**src/rtl/chip_io_pkg.sv**
```systemverilog
// rtl/chip_io_pkg.sv - beat-count helpers, input FSM states and pin width check for chip_io_bridge
// The pin width check macro is expanded as a generate item inside the bridge.
`define CHIP_IO_CHECK_PIN_W(word_w, pin_w) \
  if (((word_w) % (pin_w)) != 0) begin : g_pin_w_check \
    $error("chip_io_bridge: pr*bw is not a multiple of pin_w"); \
  end

package chip_io_pkg;

  typedef enum logic {
    FILL  = 1'b0,
    ISSUE = 1'b1
  } in_state_e;

  function automatic int in_beats(input int pr, input int bw, input int pin_w);
    return (pr * bw) / pin_w;
  endfunction

  function automatic int out_beats(input int bw_psum, input int col, input int pin_w);
    return (bw_psum * col + pin_w - 1) / pin_w;
  endfunction

  function automatic int cnt_width(input int n);
    return (n > 1) ? $clog2(n) : 1;
  endfunction

endpackage

```
**src/rtl/pin_serializer.sv**
```systemverilog
// rtl/pin_serializer.sv - captures the core result bus and drains it LSB-first over the pin lane
// A capture is only taken into an empty buffer or on the final handshake; anything else is an overrun.
module pin_serializer
  import chip_io_pkg::*;
#(
  parameter int data_w = 160,
  parameter int pin_w  = 16
) (
  input  logic              clk,
  input  logic              reset,
  input  logic              cap,
  input  logic [data_w-1:0] data_in,
  output logic [pin_w-1:0]  out_data,
  output logic              out_valid,
  input  logic              out_ready,
  output logic              ovf,
  output logic              valid_next
);

  localparam int OUT_BEATS = out_beats(data_w, 1, pin_w);
  localparam int OBUF_W    = OUT_BEATS * pin_w;
  localparam int CNT_W     = cnt_width(OUT_BEATS);

  logic [OBUF_W-1:0] obuf_q, obuf_d;
  logic [CNT_W-1:0]  cnt_q, cnt_d;
  logic              valid_q, valid_d;
  logic              ovf_q, ovf_d;
  logic [pin_w-1:0]  data_q, data_d;
  logic              hs, final_hs, cap_ok;

  assign hs       = valid_q && out_ready;
  assign final_hs = hs && (cnt_q == CNT_W'(OUT_BEATS - 1));
  assign cap_ok   = cap && (!valid_q || final_hs);

  always_comb begin
    obuf_d  = obuf_q;
    cnt_d   = cnt_q;
    valid_d = valid_q;
    ovf_d   = ovf_q || (cap && !cap_ok);
    if (cap_ok) begin
      // Upper bits of the padded buffer stay zero so the last beat is zero-filled.
      obuf_d              = '0;
      obuf_d[data_w-1:0]  = data_in;
      cnt_d               = '0;
      valid_d             = 1'b1;
    end else if (final_hs) begin
      valid_d = 1'b0;
    end else if (hs) begin
      cnt_d = cnt_q + CNT_W'(1);
    end
    data_d = valid_d ? obuf_d[int'(cnt_d) * pin_w +: pin_w] : '0;
  end

  always_ff @(posedge clk) begin
    if (reset) begin
      obuf_q  <= '0;
      cnt_q   <= '0;
      valid_q <= 1'b0;
      ovf_q   <= 1'b0;
      data_q  <= '0;
    end else begin
      obuf_q  <= obuf_d;
      cnt_q   <= cnt_d;
      valid_q <= valid_d;
      ovf_q   <= ovf_d;
      data_q  <= data_d;
    end
  end

  assign out_data   = data_q;
  assign out_valid  = valid_q;
  assign ovf        = ovf_q;
  assign valid_next = valid_d;

endmodule

```
**src/rtl/chip_io_bridge.sv**
```systemverilog
// rtl/chip_io_bridge.sv - pin-level bridge: assembles pin beats into core words, serialises core results
// The issue registers load on the last-beat handshake so core_inst pulses in the FSM's ISSUE cycle.
module chip_io_bridge
  import chip_io_pkg::*;
#(
  parameter int col     = 8,
  parameter int bw      = 8,
  parameter int bw_psum = 2 * bw + 4,
  parameter int pr      = 16,
  parameter int pin_w   = 16,
  parameter int inst_w  = 17
) (
  input  logic                   clk,
  input  logic                   reset,
  input  logic [pin_w-1:0]       in_data,
  input  logic                   in_valid,
  output logic                   in_ready,
  input  logic [inst_w-1:0]      in_inst,
  output logic [pr*bw-1:0]       core_mem_in,
  output logic [inst_w-1:0]      core_inst,
  input  logic [bw_psum*col-1:0] core_out,
  input  logic                   cap,
  output logic [pin_w-1:0]       out_data,
  output logic                   out_valid,
  input  logic                   out_ready,
  output logic                   ovf,
  output logic                   busy
);

  localparam int WORD_W   = pr * bw;
  localparam int PSUM_W   = bw_psum * col;
  localparam int IN_BEATS = in_beats(pr, bw, pin_w);
  localparam int BEAT_W   = cnt_width(IN_BEATS);

  `CHIP_IO_CHECK_PIN_W(WORD_W, pin_w)

  in_state_e         state_q, state_d;
  logic [BEAT_W-1:0] beat_q, beat_d;
  logic [WORD_W-1:0] stage_q, stage_d;
  logic [WORD_W-1:0] mem_in_q, mem_in_d;
  logic [inst_w-1:0] core_inst_q, core_inst_d;
  logic              busy_q, busy_d;
  logic              in_accept, last_beat, out_valid_next;

  assign in_ready  = (state_q == FILL) && !reset;
  assign in_accept = in_valid && in_ready;
  assign last_beat = (beat_q == BEAT_W'(IN_BEATS - 1));

  always_comb begin
    state_d     = state_q;
    beat_d      = beat_q;
    stage_d     = stage_q;
    mem_in_d    = mem_in_q;
    core_inst_d = '0;
    case (state_q)
      FILL: begin
        if (in_accept) begin
          stage_d[int'(beat_q) * pin_w +: pin_w] = in_data;
          if (last_beat) begin
            mem_in_d    = stage_d;
            core_inst_d = in_inst;
            beat_d      = '0;
            state_d     = ISSUE;
          end else begin
            beat_d = beat_q + BEAT_W'(1);
          end
        end
      end
      ISSUE:   state_d = FILL;
      default: state_d = FILL;
    endcase
    busy_d = (beat_d != '0) || out_valid_next;
  end

  always_ff @(posedge clk) begin
    if (reset) begin
      state_q     <= FILL;
      beat_q      <= '0;
      stage_q     <= '0;
      mem_in_q    <= '0;
      core_inst_q <= '0;
      busy_q      <= 1'b0;
    end else begin
      state_q     <= state_d;
      beat_q      <= beat_d;
      stage_q     <= stage_d;
      mem_in_q    <= mem_in_d;
      core_inst_q <= core_inst_d;
      busy_q      <= busy_d;
    end
  end

  assign core_mem_in = mem_in_q;
  assign core_inst   = core_inst_q;
  assign busy        = busy_q;

  pin_serializer #(
    .data_w (PSUM_W),
    .pin_w  (pin_w)
  ) u_pin_serializer (
    .clk        (clk),
    .reset      (reset),
    .cap        (cap),
    .data_in    (core_out),
    .out_data   (out_data),
    .out_valid  (out_valid),
    .out_ready  (out_ready),
    .ovf        (ovf),
    .valid_next (out_valid_next)
  );

endmodule

```
**config.mk**
```make
export PLATFORM = sky130hd
export DESIGN_NAME = chip_io_bridge
export DESIGN_NICKNAME = d
export VERILOG_FILES = /design/src/rtl/chip_io_pkg.sv /design/src/rtl/pin_serializer.sv /design/src/rtl/chip_io_bridge.sv
export SDC_FILE = /design/constraint.sdc
export NUM_CORES = 1
export LEC_CHECK = 0
export CORE_MARGIN = 2
export CORE_UTILIZATION = 50
export CTS_CLUSTER_SIZE = 14
export DETAILED_ROUTE_END_ITERATION = 8
export PLACE_DENSITY = 0.77
export SETUP_SLACK_MARGIN = 0.5
export SYNTH_ARGS = -nofsm -noshare
export SYNTH_HDL_FRONTEND = slang
export SYNTH_SLANG_ARGS = --single-unit
```
**constraint.sdc**
```tcl
create_clock -name clk -period 3 [get_ports clk]
set_input_delay 0.75 -clock clk [delete_from_list [all_inputs] [get_ports clk]]
set_output_delay 0.75 -clock clk [all_outputs]
set_load 0.02 [all_outputs]
```
# [Word level (Yosys, flattened, before mapping)]
# Index checks and enable logic that the tools add are counted.
[word_totals] ff_bits=460 in_bits=198 output_inout_bits=165 word_cells=53
[op_classes] n_bitwise=4 muxes=13 add_sub_neg=3 eq_ne=2 shift=3 reduce_logical=17
[op_table] cell="160-bit 2-to-1 mux" count=1
[op_table] cell="160-bit by 9-bit indexed part select with 16-bit output" count=1
[op_table] cell="128-bit bitwise mux" count=1
[op_table] cell="16-bit by 33-bit variable shift with 128-bit output (first input constant)" count=1
[op_table] cell="16-bit by 33-bit indexed part select with 128-bit output" count=1
[op_table] cell="7-bit negation with 33-bit output" count=1
[op_table] cell="4-bit 2-to-1 mux" count=3
[op_table] cell="3-bit 2-to-1 mux" count=3
[op_table] cell="1-bit logical AND" count=6
[op_table] cell="4-bit by 1-bit adder with 4-bit output (second input constant)" count=1
[op_table] cell="4-bit equality test (second input constant)" count=1
[op_table] cell="1-bit 2-to-1 mux" count=4
[op_table] cell="1-bit inverter" count=4
[op_table] cell="4-bit OR reduction" count=1
[op_table] cell="3-bit by 1-bit adder with 3-bit output (second input constant)" count=1
[op_table] cell="3-bit equality test (second input constant)" count=1
[op_table] cell="1-bit logical NOT" count=3
[op_table] cell="1-bit logical OR" count=3
[op_table] cell="3-bit AND reduction" count=1
[op_table] cell="3-bit nonzero test" count=1
[op_table] cell="1-bit one-hot mux with 2 select lines" count=1
[op_table] cell="2-bit AND reduction" count=1
[op_table] cell="2-bit OR reduction" count=1

# [Logic depth before layout (Yosys ltp)]
[logic_depth] ltp_word=7 mapped_depth=11 ltp_nobuf=8

# [Hierarchy]
# From an unflattened synthesis, not the netlist that was laid out.
[unflattened] hier_cells=2169 hier_area_um2=19298.5
[modules_own_cells] mod="chip_io_bridge" seq_area_each_um2=5565.3 cells_per_inst=1182 area_each_um2=11295.8 n_inst=1
[modules_own_cells] mod="pin_serializer" seq_area_each_um2=3643.5 cells_per_inst=987 area_each_um2=8002.7 n_inst=1

# [Worst setup path before layout]
# Ideal clock, no wire load.
[synth_path] path_kind="register to register" startpoint="register beat_q[0]" endpoint="register mem_in_q[110] (netlist: core_mem_in[110])" path_stages_with_launch=10 setup_ns=0.086 t_arrival_ns=2.428 path_slack_ns=0.487 path_buffers=2 synth_period_minus_slack_ns=2.513 required_time_ns=2.914 path_cell_list="dfxtp_1 > clkbuf_1 > inv_1 > ha_1 > ha_1 > nor3b_1 > clkbuf_1 > nand2_1 > o21a_1 > a211oi_1"
[synth_between] elab_chain_cells=3 elab_cells_between_ends=6 cone_classes="add/sub: 1; eq/ne: 1; shift: 2; mux: 1; reduce/logical: 1"
[synth_lines] element="start: declaration" line="chip_io_bridge.sv:38" rtl="logic [BEAT_W-1:0] beat_q, beat_d;"
[synth_lines] element="start signal: assignment" line="chip_io_bridge.sv:85" rtl="beat_q <= beat_d;"
[synth_lines] element="7-bit negation with 33-bit output" line="chip_io_bridge.sv:58" rtl="stage_d[int'(beat_q) * pin_w +: pin_w] = in_data;"
[synth_lines] element="16-bit by 33-bit indexed part select with 128-bit output or 16-bit by 33-bit variable shift with 128-bit output (tied branches)" line="chip_io_bridge.sv:58"
[synth_lines] element="128-bit bitwise mux" line="chip_io_bridge.sv:58"
[synth_lines] element="end signal: assignment" line="chip_io_bridge.sv:87" rtl="mem_in_q <= mem_in_d;"
[synth_lines] element="end: declaration" line="chip_io_bridge.sv:40" rtl="logic [WORD_W-1:0] mem_in_q, mem_in_d;"
# Parallel ways exist; a longest one is shown, timed or not.
# A chain may end at the register's enable or synchronous reset.

# [Worst setup path in the final report]
[layout_path] startpoint="register u_pin_serializer.ovf_q (netlist: u_pin_serializer.ovf)" endpoint="output port ovf"
[layout_rtl] element="start: declaration" line="pin_serializer.sv:27" rtl="logic ovf_q, ovf_d;"
[layout_rtl] element="start signal: assignment" line="pin_serializer.sv:65" rtl="ovf_q <= ovf_d;"
[layout_rtl] element="end: declaration" line="chip_io_bridge.sv:26" rtl="output logic ovf,"
# No word-level cell between the ends.

==> flow_metrics.tcl <==
set metrics [dict create \
    yosysTopAreaCellShare_pct 48.7 \
    cts_tree "yes" \
    drt_iter0_markers 1609 \
    rsz0062_at_grt "yes" \
    fp.dieW_um 199 \
    initial_core_util_pct 50.5 \
    path_delay_family "buffers and inverters" \
    startpoint_type "flip-flop" \
    route.detailed.drc 0 \
    max_freq_mhz 410 \
    regArea_um2 9220 \
    ys_seq_area_share_pct 48.7 \
    syn-num-nets 2508 \
    finalHoldViolations 0 \
    synth_edf_count 0 \
    fillers 3086 \
    p_per_area_nw_per_um2 551 \
    synth_area_leaders "dfxtp_1 49%, nand2_1 8.8%, a21oi_1 7.4%" \
    synthAdderAreaFrac_pct 0.529 \
    routed_wl_mm 62.7 \
    crit_path_max_fanout 2 \
    rows 71 \
    clockBufferDepth 3 \
    fin_crit_ns 2.44 \
    syn_inst 2302 \
    synth-simple-area-share_pct 20.8 \
    worstHoldPathType "input pin to flip-flop" \
    io_pins 363 \
    drtAntennaViolNets 0 \
    fin_skew_ns 0.0212 \
    dieHeight_um 199 \
    final_nets 2801 \
    power_w 0.0137 \
    finalSetupViolCount 0 \
    insertion_delay_ns 0.58 \
    synth-seq-cells 460 \
    tightest_slew_ns 0.908 \
    dp_hpwl_mm 44.1 \
    maxSlewHeadroom_pct 39.4 \
    cts_sinks 460 \
    synthToLayoutAreaGrowth_pct 31.7 \
    multiInputGateArea_um2 8970 \
    place.gp.congestion 0.904 \
    peakVddDrop_uv 525 \
    first_global_vias 17022 \
    yosysWarnings 0 \
    async_flop_share_pct 0 \
    status "finished, final reports clean" \
    end_kind "primary output" \
    p_leak_nw 8.60 \
    synth_cell_types 59 \
    min_period_over_period_pct 81.4 \
    syn_area_um2 18900 \
    path_clk_slew_ns 0.06 \
    wire_per_inst_um 20.0 \
    vias 17947 \
    synth_top_family_by_area "compound AO/OA/AOI/OAI gates" \
    synth_commonest_cells "460 x dfxtp_1, 444 x nand2_1, 278 x a21oi_1, 242 x nor2_1, 151 x o21ai_0" \
    crit_path_max_incr_delay_ns 0.68 \
    setup.worst_path.class "flip-flop to primary output" \
    synth-xor-area-share_pct 0 \
    ys.flop_type "dfxtp_1" \
    cp.required_ns 2.25 \
    port_buffers 362 \
    syn_area_per_cell_um2 8.22 \
    worstPathCellList "clkdlybuf4s50_1" \
    drv_cap 0 \
    core_area_um2 37500 \
    yosysTopAreaCell "dfxtp_1" \
    drt_pass1_iterations 5 \
    finalHoldWorstSlack_ns 0.414 \
    cts_htree_levels 2 \
    grt_max_degree 223 \
    grt_overflow 0 \
    synth_most_common_cell "dfxtp_1" \
    drive_gt1_share_pct 7.68 \
    dieArea_um2 39400 \
    synth_compound_area_share_pct 21.7 \
    synthMuxAreaShare_pct 3.80 \
    avgViaCountPerCell 5.71 \
    antenna_found_initial 3 \
    cts_made_buffers 47 \
    cp.buffers_inverters 1 \
    grt_usage_pct 30.7 \
    slew_viol_final 0 \
    clock-root-buffer "clkbuf_16" \
    worst-endpoint-arrival_ns 1.69 \
    slowest_stage "clkdlybuf4s50_1" \
    grt_pass1_wl_mm 94.6 \
    holdBufCountCts 0 \
]
## layout by cell type (no fill, tap or decap), types with 13 or more instances in the layout
| master | netlist | final |
|---|---|---|
| and2_1 | 18 | 18 |
| dfxtp_1 | 460 | 455 |
| o21ai_0 | 151 | 151 |
| buf_12 | 0 | 17 |
| nand3b_1 | 100 | 100 |
| a211oi_1 | 130 | 130 |
| o221ai_1 | 40 | 40 |
| mux2i_1 | 55 | 55 |
| o22ai_1 | 15 | 15 |
| clkdlybuf4s50_1 | 0 | 359 |
| a21oi_1 | 278 | 278 |
| nand2b_1 | 32 | 32 |
| a211o_1 | 13 | 13 |
| nor2_1 | 242 | 239 |
| clkbuf_16 | 0 | 48 |
| buf_4 | 0 | 58 |
| nand2_1 | 444 | 443 |
## layout make-up
cell class	count	area share, %
clock inverters	17	0.843
well taps	511	2.57
clock buffers	66	5.45
inverters	6	0.0904
repair buffers	444	18.0
flip-flops and latches	460	37.0
multi-input cells	1636	36.0
diodes	3	0.0301
## kinds of logic after synthesis
kind of cell               Yosys count
and+or+nand+nor                    879
AOI/OAI and AO/OA                  680
DFF                                460
adders and majority gates            8
buffers and inverters              207
muxes                               68
## timing repair
action | in CTS | in global routing
endpoints found under the setup margin | 68 | 131
resized for setup | 8 | 19
setup buffers | 0 | 3
gates cloned | 0 | 3
pin swaps | 1 | 2
## per-stage QoR
step	instance area, um2	setup WS (ns)	TNS (ns)	std cells	utilization (%)
2_1_floorplan	18900	0.600	0	2302	-
5_1_grt	24900	0.438	0	3143	66.5
3_3_place_gp	23200	-0.0356	-0.135	3051	61.9
6_report	24900	0.558	0	3143	66.5
3_5_place_dp	23200	-0.0810	-0.629	3051	61.9
4_1_cts	24800	0.503	0	3134	66.1
## state kept, by name (all words and copies together), names as in the netlist
signal                      cells
core_inst                      17
state_q                         1
busy                            1
stage_q                       128
u_pin_serializer.ovf            1
u_pin_serializer.out_data      16
u_pin_serializer.cnt_q          4
u_pin_serializer.obuf_q       160
core_mem_in                   128
beat_q                          3
u_pin_serializer.out_valid      1
## power breakdown
group | internal [W] | switching (W)
Combinational | 0.000616 | 0.000732
Clock | 0.00350 | 0.00247
Sequential | 0.00627 | 0.000133
## per-layer routing
metal | track usage [%] | vias to the layer above | routed length [um]
met1 | 41.0 | 8550 | 26900
met2 | 49.6 | 668 | 29400
li1 | - | 8596 | -
met5 | 0 | - | 0
met4 | 13.1 | 0 | 2310
met3 | 4.54 | 133 | 4100
## final timing paths
| kind | startpoint | endpoint | slack, ns | cells past startpoint |
|---|---|---|---|---|
| setup / recovery | u_pin_serializer.ovf | ovf | 0.56 | 1 |
| hold / removal | reset | u_pin_serializer.cnt_q[1] | 0.41 | 2 |
| setup reg to reg | u_pin_serializer.cnt_q[1] | u_pin_serializer.out_data[15] | 0.59 | 10 |
| hold reg to reg | u_pin_serializer.obuf_q[132] | u_pin_serializer.obuf_q[132] | 0.45 | 2 |
(Power assumes the default switching activity.)
